--- src/rtl/conv_pkg.sv ---
// Shared constants and types for the conv_gauss 1x3 horizontal Gaussian smoother.
// Build option: define CONV_GAUSS_ROUND_EN for round-half-up; otherwise results are truncated.
package conv_pkg;

    localparam int PIXEL_WIDTH   = 8;
    localparam int WORD_WIDTH    = 128;
    localparam int LANES         = WORD_WIDTH / PIXEL_WIDTH;
    localparam int IMAGE_WIDTH   = 512;
    localparam int BEATS_PER_ROW = IMAGE_WIDTH / LANES;

`ifdef CONV_GAUSS_ROUND_EN
    localparam int RND = 2;
`else
    localparam int RND = 0;
`endif

    typedef logic [PIXEL_WIDTH-1:0] pixel_t;
    typedef pixel_t [LANES-1:0]     beat_t;

endpackage

--- src/rtl/gauss_tap3.sv ---
// One lane of the 1-2-1 kernel: y = (l + 2c + r + RND) >> 2, using two guard bits.
module gauss_tap3
    import conv_pkg::*;
#(
    parameter int PW = 8
) (
    input  logic [PW-1:0] l,
    input  logic [PW-1:0] c,
    input  logic [PW-1:0] r,
    output logic [PW-1:0] y
);

    logic [PW+1:0] sum;

    // Worst case 4*(2^PW-1)+2 still fits in PW+2 bits, so no saturation is needed.
    assign sum = {2'b00, l} + {1'b0, c, 1'b0} + {2'b00, r} + (PW+2)'(RND);
    assign y   = sum[PW+1:2];

endmodule

--- src/rtl/conv_gauss.sv ---
// Streaming 1x3 Gaussian smoother over 16-pixel beats, edge pixels replicated at row ends.
// Rounding selected at build time by CONV_GAUSS_ROUND_EN (see conv_pkg).
module conv_gauss #(
    parameter int PIXEL_WIDTH = 8,
    parameter int WORD_WIDTH  = 128,
    parameter int IMAGE_WIDTH = 512
) (
    input  logic                  s_axis_aclk,
    input  logic                  s_axis_aresetn,
    input  logic                  stall,
    input  logic [WORD_WIDTH-1:0] s_axis_tdata,
    output logic [WORD_WIDTH-1:0] m_axis_tdata
);

    localparam int LANES = WORD_WIDTH / PIXEL_WIDTH;
    localparam int BEATS = IMAGE_WIDTH / LANES;
    localparam int COL_W = (BEATS > 1) ? $clog2(BEATS) : 1;

    typedef logic [LANES-1:0][PIXEL_WIDTH-1:0] beat_t;
    typedef logic [COL_W-1:0]                  col_t;

    // W2 only ever supplies a left neighbour, so it needs no column tag or valid bit.
    beat_t w0_q, w0_d, w1_q, w1_d, w2_q, w2_d;
    col_t  col0_q, col0_d, col1_q, col1_d;
    logic  vld0_q, vld0_d, vld1_q, vld1_d;
    col_t  col_cnt_q, col_cnt_d;
    beat_t out_q, out_d;
    beat_t filt;

    logic row_start, row_end;
    assign row_start = (col1_q == '0);
    assign row_end   = (col1_q == COL_W'(BEATS - 1));

    for (genvar gi = 0; gi < LANES; gi++) begin : g_lane
        logic [PIXEL_WIDTH-1:0] left_px, right_px;

        if (gi == LANES - 1) begin : g_left_edge
            assign left_px = row_start ? w1_q[gi] : w2_q[0];
        end else begin : g_left_int
            assign left_px = w1_q[gi+1];
        end

        if (gi == 0) begin : g_right_edge
            assign right_px = row_end ? w1_q[gi] : w0_q[LANES-1];
        end else begin : g_right_int
            assign right_px = w1_q[gi-1];
        end

        gauss_tap3 #(.PW(PIXEL_WIDTH)) u_tap (
            .l(left_px),
            .c(w1_q[gi]),
            .r(right_px),
            .y(filt[gi])
        );
    end

    always_comb begin
        w0_d      = w0_q;
        w1_d      = w1_q;
        w2_d      = w2_q;
        col0_d    = col0_q;
        col1_d    = col1_q;
        vld0_d    = vld0_q;
        vld1_d    = vld1_q;
        col_cnt_d = col_cnt_q;
        out_d     = out_q;
        if (!stall) begin
            w2_d      = w1_q;
            w1_d      = w0_q;
            w0_d      = beat_t'(s_axis_tdata);
            col1_d    = col0_q;
            col0_d    = col_cnt_q;
            vld1_d    = vld0_q;
            vld0_d    = 1'b1;
            col_cnt_d = (col_cnt_q == COL_W'(BEATS - 1)) ? '0 : col_cnt_q + 1'b1;
            if (vld1_q) begin
                out_d = filt;
            end
        end
    end

    always_ff @(posedge s_axis_aclk) begin
        if (!s_axis_aresetn) begin
            w0_q      <= '0;
            w1_q      <= '0;
            w2_q      <= '0;
            col0_q    <= '0;
            col1_q    <= '0;
            vld0_q    <= 1'b0;
            vld1_q    <= 1'b0;
            col_cnt_q <= '0;
            out_q     <= '0;
        end else begin
            w0_q      <= w0_d;
            w1_q      <= w1_d;
            w2_q      <= w2_d;
            col0_q    <= col0_d;
            col1_q    <= col1_d;
            vld0_q    <= vld0_d;
            vld1_q    <= vld1_d;
            col_cnt_q <= col_cnt_d;
            out_q     <= out_d;
        end
    end

    assign m_axis_tdata = WORD_WIDTH'(out_q);

endmodule

--- config.mk ---
export PLATFORM = sky130hd
export DESIGN_NAME = conv_gauss
export DESIGN_NICKNAME = d
export VERILOG_FILES = /design/src/rtl/conv_pkg.sv /design/src/rtl/gauss_tap3.sv /design/src/rtl/conv_gauss.sv
export SDC_FILE = /design/constraint.sdc
export NUM_CORES = 1
export LEC_CHECK = 0
export BUFFER_PORTS_ARGS = -buffer_cell sky130_fd_sc_hd__buf_2
export CORE_MARGIN = 4
export CORE_UTILIZATION = 55
export CTS_CLUSTER_SIZE = 25
export DETAILED_ROUTE_END_ITERATION = 10
export PLACE_DENSITY = 0.8
export SYNTH_ARGS = -nofsm -noshare
export SYNTH_HDL_FRONTEND = slang
export SYNTH_SLANG_ARGS = --single-unit
--- constraint.sdc ---
create_clock -name s_axis_aclk -period 11.55 [get_ports s_axis_aclk]
set_input_delay 0.5775 -clock s_axis_aclk [delete_from_list [all_inputs] [get_ports s_axis_aclk]]
set_output_delay 0.5775 -clock s_axis_aclk [all_outputs]
set_load 0.01 [all_outputs]
==> impl_metrics.ini <==
[clock_tree]
cts_hold_buf = 0
path_clk_slew_ps = 60
root_buffer = clkbuf_16
cts_setup_buffers = 0
cts_buffer_depth = 3
worstSkewPairLatency_ps = 580
cts_resized = 0
htreeDepth = 2
cts_buffers = 45
tritoncts = yes
clock_sinks = 409

[routing]
routed_wl_mm = 57.6
postRouteAntennaNets = 0
via_per_inst = 5.64
drtIter0Drc = 1196
dr.pass1.iters = 5
drc_errors = 0
vias = 17146
wire_per_inst_um = 19.0

[power]
p_int_mw = 2.53
clkPwrFrac = 0.444
comb_power_share = 0.101
power_frac_seq = 0.455
ir_worst_vdd_v = 0.000136
p_per_area_mw_per_mm2 = 130
switchingPower_mw = 0.830
swShare = 0.247
p_leak_nw = 12.3

[timing]
skew_ps = 10.6
fin_tns_setup_ps = 0
fmax_mhz = 243
hold_viol = 0
drv_slew = 0
finalSetupViolations = 0
relSlewSlack = 0.170
layout_min_cycle_time_ps = 4120
finalCritPeriodShare = 0.357
tightest_slew_ps = 1240
grt_setup_unrepaired = false

[worst_setup_path]
worstPathMaxFanout = 8
slowest_stage = or4_4
crit_path_cell_trace = or4_4 > nor2_2 > mux2_2 > fa_1 > nand2_1 > a21oi_1 > fa_1 > a211oi_1 > o21bai_1 > a21o_1 > a2111oi_0 > nor3_1
criticalPathCategory = flip-flop to flip-flop
critPathLaunchType = flip-flop
cp_top_family = simple AND/OR/NAND/NOR gates
cp.required_ps = 11990
critPathArrivalTime_ps = 4560
cp.buffers_inverters = 0
path_common_cell = fa_1
max_stage_delay_ps = 570
endpoint_kind = flip-flop

[grt]
grt_max_degree = 174
grt.total_usage = 0.254
first_global_vias = 17077
antenna_found_initial = 0
gr-total-overflow = 0
grt_first_pass_wirelength_mm = 91.6

[placed_design]
gp_congestion = 0.872
dp.cells = 2960
place_hpwl_mm = 41.5
portBuffers = 258

[logic_synthesis]
synth_ff_type = dfxtp_1
avgSynthCellArea_um2 = 9.98
ys_ff_latch = 409
synth_seq_area_share = 0.361
synth_nets = 2646
async_flop_share = 0
synth_edf_count = 0
synth_area_mm2 = 0.0227
yosysWarnings = 0
syn_inst = 2273
synth_cell_types = 59

[finish]
syn2layout_area_growth_pct = 13.6
antenna_cells = 0
layout.cells.non_filler = 3038
drive_gt1_frac = 0.141
fin_nets = 2848

[floorplan]
initial_core_util = 0.556
die_w_um = 211
rows = 74
core-area_mm2 = 0.0408
die-area_mm2 = 0.0446
io_pins = 259
die_h_um = 211

[run_status]
status = finished clean

[run]
max-cap-violations = 0

[min_path]
hold_path.class = primary input to flip-flop
-- placed cells by master (no fill, tap or decap), types with 15 or more instances in the layout --
master / count
dfxtp_1: 409
nor2b_1: 297
mux2i_1: 286
buf_2: 256
o21ai_0: 136
nand2_1: 129
fa_1: 128
inv_1: 120
ha_1: 114
nor2_1: 52
a21oi_1: 49
nand3_1: 49
and2_1: 46
clkbuf_16: 45
a21boi_0: 42
nor3b_1: 36
o211a_1: 30
nor3_1: 28
or3_1: 19
xnor2_1: 18
a31oi_1: 16
o31ai_1: 15
-- synthesized netlist by cell type, types with 47 or more instances --
cell	number	area, um2
fa_1	128	2560
dfxtp_1	409	8190
a21oi_1	49	245
mux2i_1	286	2860
ha_1	114	1430
inv_1	120	450
clkbuf_1	65	244
o21ai_0	136	681
nand2_1	129	484
nand3_1	49	245
nor2b_1	298	1860
and2_1	47	294
nor2_1	52	195
-- state kept, by name, summed over array words and instances (netlist names) --
| signal | flops |
|---|---|
| col0_q | 5 |
| col1_q | 5 |
| col_cnt_q | 5 |
| g_lane.left_px | 104 |
| g_lane.right_px | 24 |
| m_axis_tdata | 128 |
| vld0_q | 1 |
| vld1_q | 1 |
| w0_q | 128 |
| w2_q | 8 |
-- metal layers --
layer / track usage / wire length [um]
met5: 0 / 0
met4: 0.0894 / 1890
met3: 0.0365 / 3320
met2: 0.412 / 26800
met1: 0.350 / 25600
-- per-stage QoR --
step                      area, um2  setup slack [ps]  hold WS (ps)   util  total power [mW]
after floorplan               22700              7820           437      -              1.78
after CTS                     25800              7460           223  0.632              3.38
after detailed placement      24300              7500           454  0.594              1.89
after global routing          25800              7120           246  0.632              3.48
final                         25800              7430           254  0.632              3.36
after global placement        24300              7500           449  0.594              1.88
-- logic make-up (layout without fill, tap and decap cells) --
kind of cell               after synthesis  count (layout)  share of synthesized area
AOI/OAI and AO/OA                      363             363                      0.106
xor gates and xnor gates                32              32                     0.0123
adders and majority gates              242             242                      0.176
buffers and inverters                  231             464                     0.0414
DFF                                    409             409                      0.361
muxes                                  287             287                      0.127
and+or+nand+nor                        709             709                      0.178
-- worst min-delay path, stage by stage --
cell     delay [ps]
buf_2            80
mux2i_1          50
nor2b_1          90
-- power by group through the flow --
stage               sequential (mW)  clock (mW)  combinational (mW)
finish                         1.53        1.49               0.340
global route                   1.53        1.56               0.380
floorplan                      1.53           0               0.248
global placement               1.56           0               0.322
detailed placement             1.56           0               0.337
CTS                            1.53        1.51               0.340
-- final cells by class --
class,count,area (um2)
fillers,3238,15000
well taps,532,666
repair buffers,266,1380
flip-flops and latches,409,8190
multi-input cells,1633,13600
clock buffers,62,1270
clock inverters,16,246
inverters,120,450
-- worst paths after layout --
path / start / end / slack (ps) / depth (start not counted)
hold reg to reg: vld0_q$_SDFFE_PN0N_ / vld0_q$_SDFFE_PN0N_ / 460 / 2
setup reg to reg: col1_q[0]$_SDFFE_PN0N_ / m_axis_tdata[127]$_SDFFE_PN0P_ / 7430 / 12
setup / recovery: col1_q[0]$_SDFFE_PN0N_ / m_axis_tdata[127]$_SDFFE_PN0P_ / 7430 / 12
hold / removal: s_axis_tdata[90] / w0_q[90]$_SDFFE_PN0N_ / 250 / 3
Note: power is estimated with default switching activity, not from simulation.
